## src/rtl/mux14to7_scan_pkg.sv

```systemverilog
// Shared types and constants for the two-digit segment scanner.
package mux14to7_scan_pkg;

  localparam int unsigned SEG_W = 7;
  localparam int unsigned DIG_W = 2;

  typedef enum logic [1:0] {
    BLANK0 = 2'd0,
    SHOW0  = 2'd1,
    BLANK1 = 2'd2,
    SHOW1  = 2'd3
  } scan_state_e;

  localparam logic [DIG_W-1:0] DIG_NONE = 2'b00;
  localparam logic [DIG_W-1:0] DIG_LO   = 2'b01;
  localparam logic [DIG_W-1:0] DIG_HI   = 2'b10;

  // Pair of segment words (1 = lit) for the low and high digit.
  typedef struct packed {
    logic [SEG_W-1:0] hi;
    logic [SEG_W-1:0] lo;
  } seg_pair_t;

  // Bus value with every segment dark for the given polarity.
  function automatic logic [SEG_W-1:0] seg_blank(input bit active_low);
    return active_low ? {SEG_W{1'b1}} : {SEG_W{1'b0}};
  endfunction

  // Convert a lit-high segment word to bus polarity.
  function automatic logic [SEG_W-1:0] seg_drive(input logic [SEG_W-1:0] lit, input bit active_low);
    return active_low ? ~lit : lit;
  endfunction

endpackage

```

## src/rtl/mux14to7_scan_timer.sv

```systemverilog
// Slot/blank counter with synchronous clear and terminal-count compare against a selectable limit.
module scan_timer #(
  parameter int unsigned DIV_W = 16
) (
  input  logic             clk,
  input  logic             rst,
  input  logic             clr,
  input  logic [DIV_W-1:0] limit,
  output logic [DIV_W-1:0] cnt,
  output logic             tc_c
);

  always_ff @(posedge clk) begin
    if (rst || clr) cnt <= '0;
    else            cnt <= cnt + DIV_W'(1);
  end

  assign tc_c = (cnt == limit);

endmodule

```

## src/rtl/mux14to7_scan.sv

```systemverilog
// Time-division scanner: two double-buffered segment words share one bus, with dead-time
// blanking between digit slots.
module mux14to7_scan
  import mux14to7_scan_pkg::*;
#(
  parameter int unsigned DIV_W          = 16,
  parameter int unsigned DIV_MAX        = 49999,
  parameter int unsigned BLANK_CYC      = 8,
  parameter int unsigned SEG_ACTIVE_LOW = 1
) (
  input  logic             clk,
  input  logic             rst,
  input  logic [SEG_W-1:0] in_lo,
  input  logic [SEG_W-1:0] in_hi,
  input  logic             load,
  input  logic             en,
  output logic [SEG_W-1:0] seg_out,
  output logic [DIG_W-1:0] dig_en,
  output logic             sel_out,
  output logic             frame_done
);

  localparam bit             ACT_LOW   = (SEG_ACTIVE_LOW != 0);
  localparam logic [SEG_W-1:0] SEG_BLANK = seg_blank(ACT_LOW);

  if ((64'(DIV_MAX) >> DIV_W) != 64'd0) begin : g_bad_div_max
    $error("DIV_MAX does not fit in DIV_W bits");
  end
  if (BLANK_CYC < 1 || (64'(BLANK_CYC) >> DIV_W) != 64'd0) begin : g_bad_blank_cyc
    $error("BLANK_CYC must be >= 1 and below 2**DIV_W");
  end

  scan_state_e      state, state_nxt;
  seg_pair_t        shadow, disp, disp_nxt;
  logic             pending;
  logic [DIV_W-1:0] cnt, cnt_nxt, limit;
  logic             tc_c, clr, xfer;

  scan_timer #(.DIV_W(DIV_W)) u_timer (
    .clk  (clk),
    .rst  (rst),
    .clr  (clr),
    .limit(limit),
    .cnt  (cnt),
    .tc_c (tc_c)
  );

  // Next state, counter preview and the double-buffer transfer decision.
  always_comb begin
    limit     = (state == SHOW0 || state == SHOW1) ? DIV_W'(DIV_MAX) : DIV_W'(BLANK_CYC - 1);
    state_nxt = state;
    if (!en) begin
      state_nxt = BLANK0;
    end else if (tc_c) begin
      case (state)
        BLANK0:  state_nxt = SHOW0;
        SHOW0:   state_nxt = BLANK1;
        BLANK1:  state_nxt = SHOW1;
        default: state_nxt = BLANK0;
      endcase
    end
    clr     = !en || tc_c;
    cnt_nxt = clr ? '0 : cnt + DIV_W'(1);
    // Transfer only at frame boundaries (natural or forced), so disp never changes mid-frame.
    xfer     = !en || (state == SHOW1 && tc_c);
    disp_nxt = disp;
    if (xfer) begin
      if (load)         disp_nxt = '{hi: in_hi, lo: in_lo};
      else if (pending) disp_nxt = shadow;
    end
  end

  always_ff @(posedge clk) begin
    if (rst) begin
      state      <= BLANK0;
      shadow     <= '0;
      disp       <= '0;
      pending    <= 1'b0;
      seg_out    <= SEG_BLANK;
      dig_en     <= DIG_NONE;
      sel_out    <= 1'b0;
      frame_done <= 1'b0;
    end else begin
      state <= state_nxt;
      disp  <= disp_nxt;
      if (load) shadow <= '{hi: in_hi, lo: in_lo};
      if (xfer)      pending <= 1'b0;
      else if (load) pending <= 1'b1;
      // Outputs follow the state being entered so they switch on the same edge.
      case (state_nxt)
        SHOW0: begin
          seg_out <= seg_drive(disp_nxt.lo, ACT_LOW);
          dig_en  <= DIG_LO;
          sel_out <= 1'b0;
        end
        BLANK1: begin
          seg_out <= SEG_BLANK;
          dig_en  <= DIG_NONE;
          sel_out <= 1'b1;
        end
        SHOW1: begin
          seg_out <= seg_drive(disp_nxt.hi, ACT_LOW);
          dig_en  <= DIG_HI;
          sel_out <= 1'b1;
        end
        default: begin
          seg_out <= SEG_BLANK;
          dig_en  <= DIG_NONE;
          sel_out <= 1'b0;
        end
      endcase
      frame_done <= en && (state_nxt == SHOW1) && (cnt_nxt == DIV_W'(DIV_MAX));
    end
  end

endmodule

```

## config.mk

```make
export PLATFORM = sky130hd
export DESIGN_NAME = mux14to7_scan
export DESIGN_NICKNAME = d
export VERILOG_FILES = /design/src/rtl/mux14to7_scan_pkg.sv /design/src/rtl/mux14to7_scan_timer.sv /design/src/rtl/mux14to7_scan.sv
export SDC_FILE = /design/constraint.sdc
export NUM_CORES = 1
export LEC_CHECK = 0
export ABC_AREA = 1
export CAP_MARGIN = 20
export CORE_MARGIN = 4
export CORE_UTILIZATION = 45
export CTS_BUF_LIST = sky130_fd_sc_hd__clkbuf_4 sky130_fd_sc_hd__clkbuf_8
export CTS_CLUSTER_DIAMETER = 150
export CTS_CLUSTER_SIZE = 8
export DETAILED_ROUTE_END_ITERATION = 12
export HOLD_SLACK_MARGIN = 0.15
export PLACE_DENSITY = 0.72
export SLEW_MARGIN = 0
export SYNTH_ARGS = -nofsm -noshare
export SYNTH_HDL_FRONTEND = slang
export SYNTH_SLANG_ARGS = --single-unit
export TNS_END_PERCENT = 20
```

## constraint.sdc

```tcl
create_clock -name clk -period 2 [get_ports clk]
set_clock_uncertainty 0.05 [all_clocks]
set_input_delay 0.4 -clock clk [delete_from_list [all_inputs] [get_ports clk]]
set_output_delay 0.4 -clock clk [all_outputs]
set_load 0.03 [all_outputs]
```

==> results of run 1 <==
==> power groups by stage <==
stage               clock network [mW]  registers (mW)  logic [mW]
floorplan                            0            1.23       0.147
finish                            1.22            1.21       0.232
global route                      1.31            1.21       0.266
CTS                               1.25            1.21       0.229
global placement                     0            1.23       0.225
detailed placement                   0            1.23       0.227
==> cell usage after synthesis, drive strengths merged (3+ instances only) <==
cell    number  area (um^2)
o21ai       20          119
dfxtp       58         1160
buf          9         57.6
nand2      133          519
o22ai        6         37.5
nand3b       3         22.5
nor3         3         15.0
clkbuf       6         22.5
nand3       28          163
ha           4         50.1
inv         41          154
a21oi       27          139
xor2         4         35.0
nand4        5         31.3
nor2        61          268
==> routing by layer <==
| metal | vias up | GRT usage (%) | share of wire [%] |
|---|---|---|---|
| met4 | 0 | 8.65 | 2.1 |
| met5 | - | 0 | 0 |
| met1 | 1186 | 24.5 | 46 |
| li1 | 1385 | - | - |
| met3 | 14 | 4.73 | 5.7 |
| met2 | 55 | 30.5 | 47 |
==> timing repair <==
item,in CTS,in global routing
endpoints found under the hold margin,0,0
setup endpoints to repair,0,21
gates resized for setup,0,3
setup buffers,0,1
==> final timing paths <==
kind / startpoint / cells after the start / end / slack [ps]
hold / removal: shadow[12] / 2 / shadow[12] / 420
hold reg to reg: shadow[12] / 2 / shadow[12] / 420
setup / recovery: u_timer.cnt[1] / 11 / u_timer.cnt[13] / 180
setup reg to reg: u_timer.cnt[1] / 11 / u_timer.cnt[13] / 180
==> cell families (layout without fill, tap and decap cells) <==
logic type / Yosys count / in the layout / share of synthesized area [%]
simple gates: 236 / 236 / 36.6
flops: 58 / 58 / 40.9
buf+inv: 58 / 98 / 8.56
compound gates: 55 / 55 / 10.9
fa+ha+maj: 4 / 4 / 1.76
xor+xnor: 4 / 4 / 1.23
==> registers in the layout, summed over array words and instances (netlist names) <==
register,flops
pending,1
u_timer.cnt,16
disp,14
sel_out,1
state,2
frame_done,1
seg_out,7
shadow,14
dig_en,2
==> cells in the final DEF, fill, tap and decap left out, types with 3 or more instances in the layout <==
cell and n:
nand2_1 127, dfxtp_1 57, nor2_1 53, inv_1 39, clkdlybuf4s50_1 28, a21oi_1 26
nand3_1 25, o21ai_0 15, clkbuf_8 10, buf_4 9, nor2_2 6, o22ai_1 6
nand4_1 5, o21ai_2 5, xor2_1 4, nand2_2 4, clkinv_2 3, nand3b_1 3
nor3_1 3, ha_1 3
==> tightest hold or removal path: cells and delay by family (launching register included) <==
family,cells,cell delay (ps)
AOI/OAI and AO/OA,1,50
DFF,1,310
and+or+nand+nor,1,60
==> per-stage QoR <==
stage                     power (mW)  worst slack (ps)  area [um^2]
after global routing            2.79              1.11         3470
after CTS                       2.69              72.1         3450
after global placement          1.46             -37.2         3230
after floorplan                 1.37               356         2840
after detailed placement        1.46             -61.9         3230
final                           2.66               181         3470
==> cell type report <==
class                   instances  area [um^2]
fillers                       562         2560
flip-flops and latches         58         1160
inverters                      43          163
clock buffers                  11          145
multi-input cells             299         1440
clock inverters                 5         77.6
repair buffers                 39          388
well taps                      75         93.8
==> flow_metrics.tcl, run 1 <==
set metrics [dict create \
    rsz0062_at_grt "false" \
    async_flop_share_pct 0 \
    p_leak_nw 1.49 \
    syn_area_um2 2840 \
    via_count 2640 \
    cp_slowest_cell "dfxtp_2" \
    cp_num_buf_inv 3 \
    grt_usage_pct 19.2 \
    slew_headroom_pct 78.2 \
    insertion_delay_ps 340 \
    core_area_um2 6030 \
    path_class "register to register" \
    cpPeakStageDelay_ps 350 \
    overflow 0 \
    fin_nets 472 \
    cts_inserted_buffers 9 \
    hp-class "register to register" \
    clk_pin_slew_ps 60 \
    fin_cells 530 \
    initial_core_util_pct 47.1 \
    ys.flop_type "dfxtp_1" \
    grt_pass1_vias 2706 \
    clock_path_buffers 2 \
    combPwrFrac_pct 8.7 \
    worst_slew_pin_slew_ps 325 \
    synth_cell_types 34 \
    cp.arrival_ps 1990 \
    die_h_um 87.4 \
    end_kind "register" \
    vias_per_cell 4.98 \
    antenna_found_initial 0 \
    hold_viol 0 \
    cts_sinks 58 \
    cts_tree "done" \
    avgSynthCellArea_um2 6.83 \
    swShare_pct 23.5 \
    drtPass1Iterations 4 \
    wl_um 6470 \
    cp-start-kind "register" \
    diodes 0 \
    maxSlewViolCount 0 \
    internal-power_mw 2.03 \
    power.switching_mw 0.625 \
    dp.cells 513 \
    wl_per_cell_um 12.2 \
    postCtsHoldBufs 0 \
    worstPathCellList "ha_2 -> nand2_2 -> clkinv_2 -> nand3_2 -> nor2_4 -> nand3_2 -> nand2_4 -> buf_4 -> inv_1 -> nand2_2 -> nor2_1" \
    seq_power_share_pct 45.4 \
    area_growth_pct 22.3 \
    crit_family "simple AND/OR/NAND/NOR gates" \
    place.gp.congestion 0.836 \
    ys_ff_latch 58 \
    clock-root-buffer "clkbuf_8" \
    yosysSeqAreaShare_pct 40.9 \
    drc_errors 0 \
    synth_cells 415 \
    critPathMaxFanout 15 \
    holdWs_ps 417 \
    dp_hpwl_um 4630 \
    max-cap-violations 0 \
    io_pins 29 \
    htreeDepth 3 \
    ys_warn_count 0 \
    power.density_nw_per_um2 767 \
    finish.utilization_pct 57.6 \
    synth_edf_count 0 \
    status "complete, no violations" \
    rows 28 \
    syn_nets 437 \
    grt_pass1_wl_um 11600 \
    drive_above_1_share_pct 12.3 \
    dieArea_um2 7640 \
    die_w_um 87.4 \
    min_period_over_period_pct 91.0 \
    port_buffers 28 \
    drt_iter0_markers 147 \
    required_ps 2170 \
    pwr-share-clk_pct 45.9 \
    finalSetupViolCount 0 \
    ant_nets 0 \
    grt_max_degree 28 \
    period_minus_slack_ps 1820 \
    irDropWorstVdd_uv 467 \
    fmax_ghz 0.550 \
    setup-tns-final_ps 0 \
]
Power figures use the tool's default switching activity.
==> run 2: changes to the inputs <==
--- a/config.mk
+++ b/config.mk
@@ -7,14 +7,16 @@
 export LEC_CHECK = 0
 export ABC_AREA = 1
 export CAP_MARGIN = 20
+export CELL_PAD_IN_SITES_DETAIL_PLACEMENT = 0
+export CELL_PAD_IN_SITES_GLOBAL_PLACEMENT = 1
 export CORE_MARGIN = 4
-export CORE_UTILIZATION = 45
+export CORE_UTILIZATION = 42
 export CTS_BUF_LIST = sky130_fd_sc_hd__clkbuf_4 sky130_fd_sc_hd__clkbuf_8
 export CTS_CLUSTER_DIAMETER = 150
 export CTS_CLUSTER_SIZE = 8
 export DETAILED_ROUTE_END_ITERATION = 12
 export HOLD_SLACK_MARGIN = 0.15
-export PLACE_DENSITY = 0.72
+export PLACE_DENSITY = 0.88
 export SLEW_MARGIN = 0
 export SYNTH_ARGS = -nofsm -noshare
 export SYNTH_HDL_FRONTEND = slang
==> run 2 against run 1 <==
Count of clock-buffer cells in the layout shrank 2; clock power grew 7%; routed wire length up 0.74%; critical path type unchanged; highest routed layer unchanged.
==> flow_metrics.tcl, run 2 (synthesis gave the netlist of run 1 again) <==
set metrics [dict create \
    vias_per_cell 4.84 \
    reg_top3 "u_timer.cnt x16, disp x14, shadow x14" \
    required_ps 2180 \
    top_register "u_timer.cnt" \
    slew_headroom_pct 77.8 \
    swShare_pct 23.0 \
    cts_sinks 58 \
    dieArea_um2 8130 \
    max-cap-violations 0 \
    clk_pin_slew_ps 70 \
    cp_num_buf_inv 1 \
    cpPeakStageDelay_ps 350 \
    overflow 0 \
    status "complete, no violations" \
    path_class "register to register" \
    port_buffers 28 \
    clock-root-buffer "clkbuf_8" \
    drt_iter0_markers 124 \
    layout_common_cells "nand2_1 (127), dfxtp_1 (57), nor2_1 (52)" \
    place.gp.congestion 0.825 \
    cts_tree "done" \
    die_w_um 90.2 \
    drtPass1Iterations 4 \
    internal-power_mw 2.12 \
    htreeDepth 3 \
    area_growth_pct 25.6 \
    power.density_nw_per_um2 773 \
    setup_slack_ps 181 \
    dp_hpwl_um 4900 \
    finalSetupViolCount 0 \
    critPathMaxFanout 9 \
    fin_nets 481 \
    fillCellCount 650 \
    worst_slew_pin_slew_ps 332 \
    min_period_over_period_pct 91.0 \
    cp_common_cell "nand2_1" \
    initial_core_util_pct 43.9 \
    core_area_um2 6460 \
    wl_um 6520 \
    maxSlewViolCount 0 \
    fmax_ghz 0.550 \
    rsz0062_at_grt "false" \
    ant_nets 0 \
    io_pins 29 \
    finish.utilization_pct 55.2 \
    stdcell_area_um2 3560 \
    antenna_found_initial 0 \
    pre_cts_slack_ps 6.25 \
    irDropWorstVdd_uv 481 \
    rows 29 \
    wl_per_cell_um 12.0 \
    crit_family "simple AND/OR/NAND/NOR gates" \
    grt_max_degree 21 \
    dpl-instance-area_um2 3310 \
    die_h_um 90.2 \
    postCtsHoldBufs 0 \
    worstPathCellList "ha_1 -> nand2_2 -> clkinv_2 -> nand3_1 -> nor2_1 -> nand2_1 -> a21oi_2 -> nand2_2 -> nor2_8 -> nand2_4 -> nand2_1 -> nand2_1" \
    grt_usage_pct 17.2 \
    seq_power_share_pct 43.7 \
    insertion_delay_ps 340 \
    power.switching_mw 0.635 \
    largest_register_ffs 16 \
    drc_errors 0 \
    p_leak_nw 1.54 \
    cp.arrival_ps 2000 \
    setup-tns-final_ps 0 \
    grt_pass1_vias 2530 \
    cts_inserted_buffers 9 \
    hold_viol 0 \
    cp-start-kind "register" \
    pwr-share-clk_pct 47.6 \
    diodes 0 \
    period_minus_slack_ps 1820 \
    hp-class "register to register" \
    end_kind "register" \
    final_common_cell "nand2_1" \
    combPwrFrac_pct 8.7 \
    grt_pass1_wl_um 11400 \
    drive_above_1_share_pct 14.2 \
    via_count 2618 \
    cp_slowest_cell "dfxtp_2" \
    clock_path_buffers 2 \
]
## run 2: repair_timing
action                                 CTS  global route
gates resized for setup                  0             5
endpoints found under the hold margin    0             0
setup endpoints to repair                0            21
setup buffers                            0             0
## run 2: layout make-up
| class | count | area, um^2 | share of cell area (%) |
|---|---|---|---|
| multi-input combinational | 299 | 1450 | 40.6 |
| sequential | 58 | 1160 | 32.6 |
| timing repair buffer | 48 | 455 | 12.8 |
| inverter | 43 | 163 | 4.56 |
| clock buffer | 9 | 124 | 3.48 |
| clock inverter | 7 | 118 | 3.30 |
| tap | 77 | 96.3 | 2.70 |
## run 2: stage by stage
step	cells	total power, mW	hold slack, ps
floorplan	415	1.37	391
global placement	525	1.46	401
detailed placement	525	1.47	405
CTS	541	2.79	416
global route	541	2.88	444
finish	541	2.76	412
## run 2: worst min-delay path, cell delays in order, from the launching register on
cell	delay (ps)
dfxtp_1	310
nand2_1	60
a21oi_1	50
## run 2: power groups by stage
stage / logic, mW / clock network [mW] / registers, mW
floorplan: 0.147 / 0 / 1.23
global placement: 0.235 / 0 / 1.23
detailed placement: 0.239 / 0 / 1.23
CTS: 0.240 / 1.35 / 1.20
global route: 0.271 / 1.40 / 1.21
finish: 0.240 / 1.31 / 1.20
## run 2: routing by layer
layer | routed length, um | vias up | GRT usage (%)
met3 | 297 | 8 | 5.59
met5 | 0 | - | 0
met4 | 87 | 0 | 4.97
met1 | 2950 | 1157 | 19.8
met2 | 3180 | 48 | 30.5
li1 | - | 1405 | -
## run 2: final timing paths
path                end  cells past startpoint            from  slack [ps]
min          shadow[13]                      2      shadow[13]         410
max reg2reg  seg_out[1]                     12  u_timer.cnt[1]         180
min reg2reg  shadow[13]                      2      shadow[13]         410
max          seg_out[1]                     12  u_timer.cnt[1]         180
==> run 3: changes to the inputs <==
--- a/config.mk
+++ b/config.mk
@@ -10,13 +10,13 @@
 export CELL_PAD_IN_SITES_DETAIL_PLACEMENT = 0
 export CELL_PAD_IN_SITES_GLOBAL_PLACEMENT = 1
 export CORE_MARGIN = 4
-export CORE_UTILIZATION = 42
+export CORE_UTILIZATION = 45
 export CTS_BUF_LIST = sky130_fd_sc_hd__clkbuf_4 sky130_fd_sc_hd__clkbuf_8
 export CTS_CLUSTER_DIAMETER = 150
 export CTS_CLUSTER_SIZE = 8
 export DETAILED_ROUTE_END_ITERATION = 12
-export HOLD_SLACK_MARGIN = 0.15
-export PLACE_DENSITY = 0.88
+export PLACE_DENSITY = 0.93
+export SKIP_CTS_REPAIR_TIMING = 1
 export SLEW_MARGIN = 0
 export SYNTH_ARGS = -nofsm -noshare
 export SYNTH_HDL_FRONTEND = slang
==> constraint.sdc (replaced) <==
create_clock -name clk -period 2.2 [get_ports clk]
set_clock_uncertainty 0.05 [all_clocks]
set_input_delay 0.44 -clock clk [delete_from_list [all_inputs] [get_ports clk]]
set_output_delay 0.44 -clock clk [all_outputs]
set_load 0.03 [all_outputs]
==> run 3 against run 2 <==
Hold slack improved by 2.3 ps; register-to-register slack improved by 50 ps; maximum frequency decreased by 7.6%; via count is 0.92% lower; routed wire length is 1.3% lower; sequential power fell by 9%; clock power decreased by 21%; highest routed layer unchanged.
==> flow_metrics.tcl, run 3 (synthesis gave the netlist of run 1 again) <==
set metrics [dict create \
    period_minus_slack_ps 1970 \
    port_buffers 28 \
    initial_core_util_pct 47.1 \
    cts_inserted_buffers 9 \
    worst_slew_pin_slew_ps 347 \
    path_class "register to register" \
    hold_path_depth 2 \
    hp-class "register to register" \
    diodes 0 \
    rows 28 \
    final_common_cell "nand2_1" \
    clock-root-buffer "clkbuf_8" \
    reg_top3 "u_timer.cnt x16, disp x14, shadow x14" \
    htreeDepth 3 \
    end_kind "register" \
    grt_usage_pct 19.0 \
    die_h_um 87.4 \
    cp.arrival_ps 2130 \
    min_from "shadow[13]" \
    area_growth_pct 20.6 \
    holdWs_ps 415 \
    die_w_um 87.4 \
    power.density_nw_per_um2 679 \
    wl_um 6440 \
    via_count 2594 \
    whs_endpoint "shadow[13]" \
    fin_nets 471 \
    vias_per_cell 4.90 \
    hold_viol 0 \
    setup-tns-final_ps 0 \
    reg2reg_slack_ps 230 \
    critPathMaxFanout 15 \
    dp_hpwl_um 4680 \
    maxSlewViolCount 0 \
    io_pins 29 \
    slew_headroom_pct 76.8 \
    layout_common_cells "nand2_1 (127), dfxtp_1 (58), nor2_1 (53)" \
    insertion_delay_ps 340 \
    fin_cells 529 \
    place.gp.congestion 0.827 \
    drtPass1Iterations 4 \
    wl_per_cell_um 12.2 \
    cts_tree "done" \
    drc_errors 0 \
    grt_pass1_vias 2478 \
    irDropWorstVdd_uv 442 \
    worst_r2r_endpoint "u_timer.cnt[10]" \
    cp-start-kind "register" \
    drt_iter0_markers 106 \
    dieArea_um2 7640 \
    overflow 0 \
    ant_nets 0 \
    drive_above_1_share_pct 11.7 \
    clock_path_buffers 2 \
    dp.cells 513 \
    min_period_over_period_pct 89.6 \
    clk_pin_slew_ps 70 \
    core_area_um2 6030 \
    fmax_ghz 0.508 \
    largest_register_ffs 16 \
    top_register "u_timer.cnt" \
    p_leak_nw 1.47 \
    max-cap-violations 0 \
    required_ps 2360 \
    r2r-start "u_timer.cnt[0]" \
    status "complete, no violations" \
    grt_max_degree 24 \
    rsz0062_at_grt "false" \
    finalSetupViolCount 0 \
    antenna_found_initial 0 \
    cts_sinks 58 \
    reg2regPathDepth 11 \
    grt_pass1_wl_um 11200 \
]
==> run 3: cell count changes in the layout (fill, tap and decap cells not counted), moves of 2 or more <==
cell / before / now
buf_4: 18 / 9
bufinv_16: 3 / 1
clkbuf_4: 0 / 2
clkinvlp_4: 3 / 1
nand2_2: 3 / 5
nand2_4: 3 / 1
==> run 3: final cells by class <==
| cell class | instances | area (um^2) |
|---|---|---|
| clock inverters | 4 | 51.3 |
| clock buffers | 12 | 153 |
| repair buffers | 38 | 368 |
| flip-flops and latches | 58 | 1160 |
| inverters | 43 | 163 |
| fillers | 597 | 2600 |
| multi-input cells | 299 | 1430 |
| well taps | 75 | 93.8 |
==> run 3: worst max-delay path: stages (launching register included) <==
cell and delay (ps):
dfxtp_1 430, ha_1 240, nand2_2 70, clkinv_2 80
nand3_2 80, nor2_4 130, nand3_2 90, nand2_2 90
buf_4 180, inv_1 80, nand2_2 250, a21oi_1 70
==> run 3: per-layer routing <==
layer	global-route usage, %	vias to the layer above	share of wire, %
met5	0	-	0
met4	10.0	0	2.8
met3	4.73	18	4.9
met2	28.7	62	45
met1	24.8	1136	47
li1	-	1378	-
==> run 3: metrics by stage <==
stage	area, um^2	utilization (%)	power [mW]	setup WS, ps
after floorplan	2840	-	1.25	556
after global placement	3220	53.4	1.32	167
after detailed placement	3220	53.4	1.32	150
after CTS	3420	56.8	2.34	203
after global routing	3420	56.8	2.43	36.0
final	3420	56.8	2.32	230
==> run 3: power breakdown <==
group / internal (mW) / leakage, nW / switching, mW / total, mW
logic: 0.0872 / 0.898 / 0.118 / 0.205
clock network: 0.580 / 0.103 / 0.446 / 1.03
registers: 1.08 / 0.473 / 0.0132 / 1.09
==> run 3: worst max path at each step <==
| stage | start | to | slack [ps] | depth (start not counted) |
|---|---|---|---|---|
| 4_1_cts | u_timer.cnt[0] | u_timer.cnt[6] | 200 | 11 |
| 3_5_place_dp | load | disp[3] | 150 | 8 |
| 6_report | u_timer.cnt[0] | u_timer.cnt[10] | 230 | 11 |
| 5_1_grt | u_timer.cnt[0] | u_timer.cnt[12] | 40 | 11 |
| 3_3_place_gp | load | seg_out[2] | 170 | 9 |
| 2_1_floorplan | u_timer.cnt[0] | seg_out[0] | 560 | 12 |
==> RTL change: new RTL, settings of run 3 <==
`DIV_W` is set to 16 in 2 places; all go to 32.
--- a/src/rtl/mux14to7_scan_timer.sv
+++ b/src/rtl/mux14to7_scan_timer.sv
@@ -1,6 +1,6 @@
 // Slot/blank counter with synchronous clear and terminal-count compare against a selectable limit.
 module scan_timer #(
-  parameter int unsigned DIV_W = 16
+  parameter int unsigned DIV_W = 32
 ) (
   input  logic             clk,
   input  logic             rst,
--- a/src/rtl/mux14to7_scan.sv
+++ b/src/rtl/mux14to7_scan.sv
@@ -3,7 +3,7 @@
 module mux14to7_scan
   import mux14to7_scan_pkg::*;
 #(
-  parameter int unsigned DIV_W          = 16,
+  parameter int unsigned DIV_W          = 32,
   parameter int unsigned DIV_MAX        = 49999,
   parameter int unsigned BLANK_CYC      = 8,
   parameter int unsigned SEG_ACTIVE_LOW = 1
Function: same outputs for any inputs over 10 cycles, from zero or initial values and one cycle with rst high; that may be too few to reach the edited logic, so the function may still have changed.
==> RTL change against run 3 <==
- sequential cell count up 16
- global-route usage up 2.2 points
- final area up 36%
- total power up 16%
- core utilization down 0.79 points
- routed wire length up 64%
- worst setup slack worse by 0.077 ns
- synthesized area up 38%
==> RTL change: results (changes against run 3) <==
| Metric | Value |
|---|---|
| Antenna cells | `0 (unchanged)` |
| Clock transition at the registers of the reported paths | `0.09 ns (was 0.07 ns)` |
| Layout Nets | `672 (was 471)` |
| CTS max path bufs | `2 (unchanged)` |
| Wire length per cell | `13.9 um (was 12.2 um)` |
| DP Cell Count | `737 (was 513)` |
| Seq/Total Area, Yosys | `37.7% (was 40.9%)` |
| Tightest Pin Transition | `0.472 ns (was 0.347 ns)` |
| Maximum vdd drop | `0.000290 V (was 0.000442 V)` |
| GRT Overall Usage | `21.2% (was 19.0%)` |
| Pre-Repair DR Iteration Count | `6 (was 4)` |
| Detailed Route Iter0 Violations | `214 (was 106)` |
| Maxcap violations | `0 (unchanged)` |
| Arr. time, crit path | `2.24 ns (was 2.13 ns)` |
| Avg Vias per Cell | `5.05 (was 4.90)` |
| Status | `complete, no violations (unchanged)` |
| Netlist cell types | `31 (was 34)` |
| Finished Layout Cells | `760 (was 529)` |
| Cell family with most CP delay | `simple AND/OR/NAND/NOR gates (unchanged)` |
| Filler cells | `841 (was 597)` |
| Clk_lat worst skew | `0.35 ns` |
| Endpoints failing hold | `0 (unchanged)` |
| Synth warn | `0 (unchanged)` |
| Largest regs | `u_timer.cnt (32), disp (14), shadow (14) (was u_timer.cnt (16), disp (14), shadow (14))` |
| CTS root buf | `clkbuf_8 (unchanged)` |
| Antenna violations before repair | `0 (unchanged)` |
| Hpwl dp | `7870 um (was 4680 um)` |
| First-pass GRT wire length | `17300 um (was 11200 um)` |
| Clock buffer count from CTS | `9 (unchanged)` |
| Post-Synthesis Cells | `608 (was 415)` |
| Largest cells by area after synthesis | `dfxtp_1 38%, nand2_1 19%, nor2_1 11% (was dfxtp_1 41%, nand2_1 17%, nor2_1 7.0%)` |
| IO buf count | `28 (unchanged)` |
| Layout cells sized above 1 | `12.1% (was 11.7%)` |
| Leakage | `1.88 nW (was 1.47 nW)` |
| Post-synth top cells | `203 x nand2_1, 110 x nor2_1, 74 x dfxtp_1 (was 127 x nand2_1, 58 x dfxtp_1, 53 x nor2_1)` |
| Slowest-stage cell, CP | `dfxtp_4 (was dfxtp_1)` |
| Syn nets | `630 (was 437)` |
| Worst-path fanout max | `7 (was 15)` |
| H-tree lvl count | `3 (unchanged)` |
| Pin count of the biggest net entering global routing | `33 (was 24)` |
| Vias in the first global route | `3629 (was 2478)` |
| Final GP Congestion | `0.930 (was 0.827)` |
| Critical path's largest stage delay | `0.38 ns (was 0.43 ns)` |
| Async set-or-reset flop fraction in the synthesized netlist | `0% (unchanged)` |
| Tightest Hold Check Type | `reg -> reg (unchanged)` |
| Synth Flop Type | `dfxtp_1 (unchanged)` |
[RTL change: path summary, 6_finish.rpt]
kind	start	to	slack [ns]	cells past startpoint
setup / recovery	u_timer.cnt[0]	seg_out[2]	0.15	13
hold / removal	u_timer.cnt[0]	u_timer.cnt[0]	0.40	1
setup reg to reg	u_timer.cnt[0]	seg_out[2]	0.15	13
hold reg to reg	u_timer.cnt[0]	u_timer.cnt[0]	0.40	1
[RTL change: logic make-up after synthesis]
kind of cell | count (synthesis) | synth area share (%)
compound gates | 74 | 11.4
xor+xnor | 2 | 0.446
flops | 74 | 37.7
fa+ha+maj | 4 | 1.27
buf+inv | 72 | 7.43
simple gates | 382 | 41.7
[RTL change: final cells by class]
class / count / area share (%)
clock inverter: 6 / 1.45
sequential: 74 / 31.8
tap: 105 / 2.81
timing repair buffer: 45 / 9.54
multi-input combinational: 463 / 47.0
clock buffer: 10 / 2.81
inverter: 57 / 4.58
[RTL change: stage by stage]
stage,power (mW),setup WS [ns],cell area [um2]
6_report,2.70,0.153,4670
3_5_place_dp,1.64,0.0282,4360
2_1_floorplan,1.56,0.414,3930
3_3_place_gp,1.63,0.0812,4360
4_1_cts,2.70,-0.0152,4550
5_1_grt,2.83,-0.0291,4670
[RTL change: routing by layer]
layer / up-vias / track usage [%] / wire length (um)
li1: 1984 / - / -
met1: 1713 / 31.0 / 5300
met2: 115 / 31.4 / 4410
met3: 25 / 3.86 / 597
met4: 0 / 6.95 / 231
met5: - / 0 / 0
[RTL change: worst reg2reg max path, delay by kind of cell (launching register included)]
kind | cells | cell delay [ns]
compound gates | 1 | 0.10
fa+ha+maj | 1 | 0.20
buf+inv | 1 | 0.16
flops | 1 | 0.38
simple gates | 10 | 1.04
[RTL change: power breakdown]
part | internal, mW | switching, mW | total, mW
Combinational | 0.110 | 0.135 | 0.245
Clock | 0.539 | 0.539 | 1.08
Sequential | 1.37 | 0.0138 | 1.38
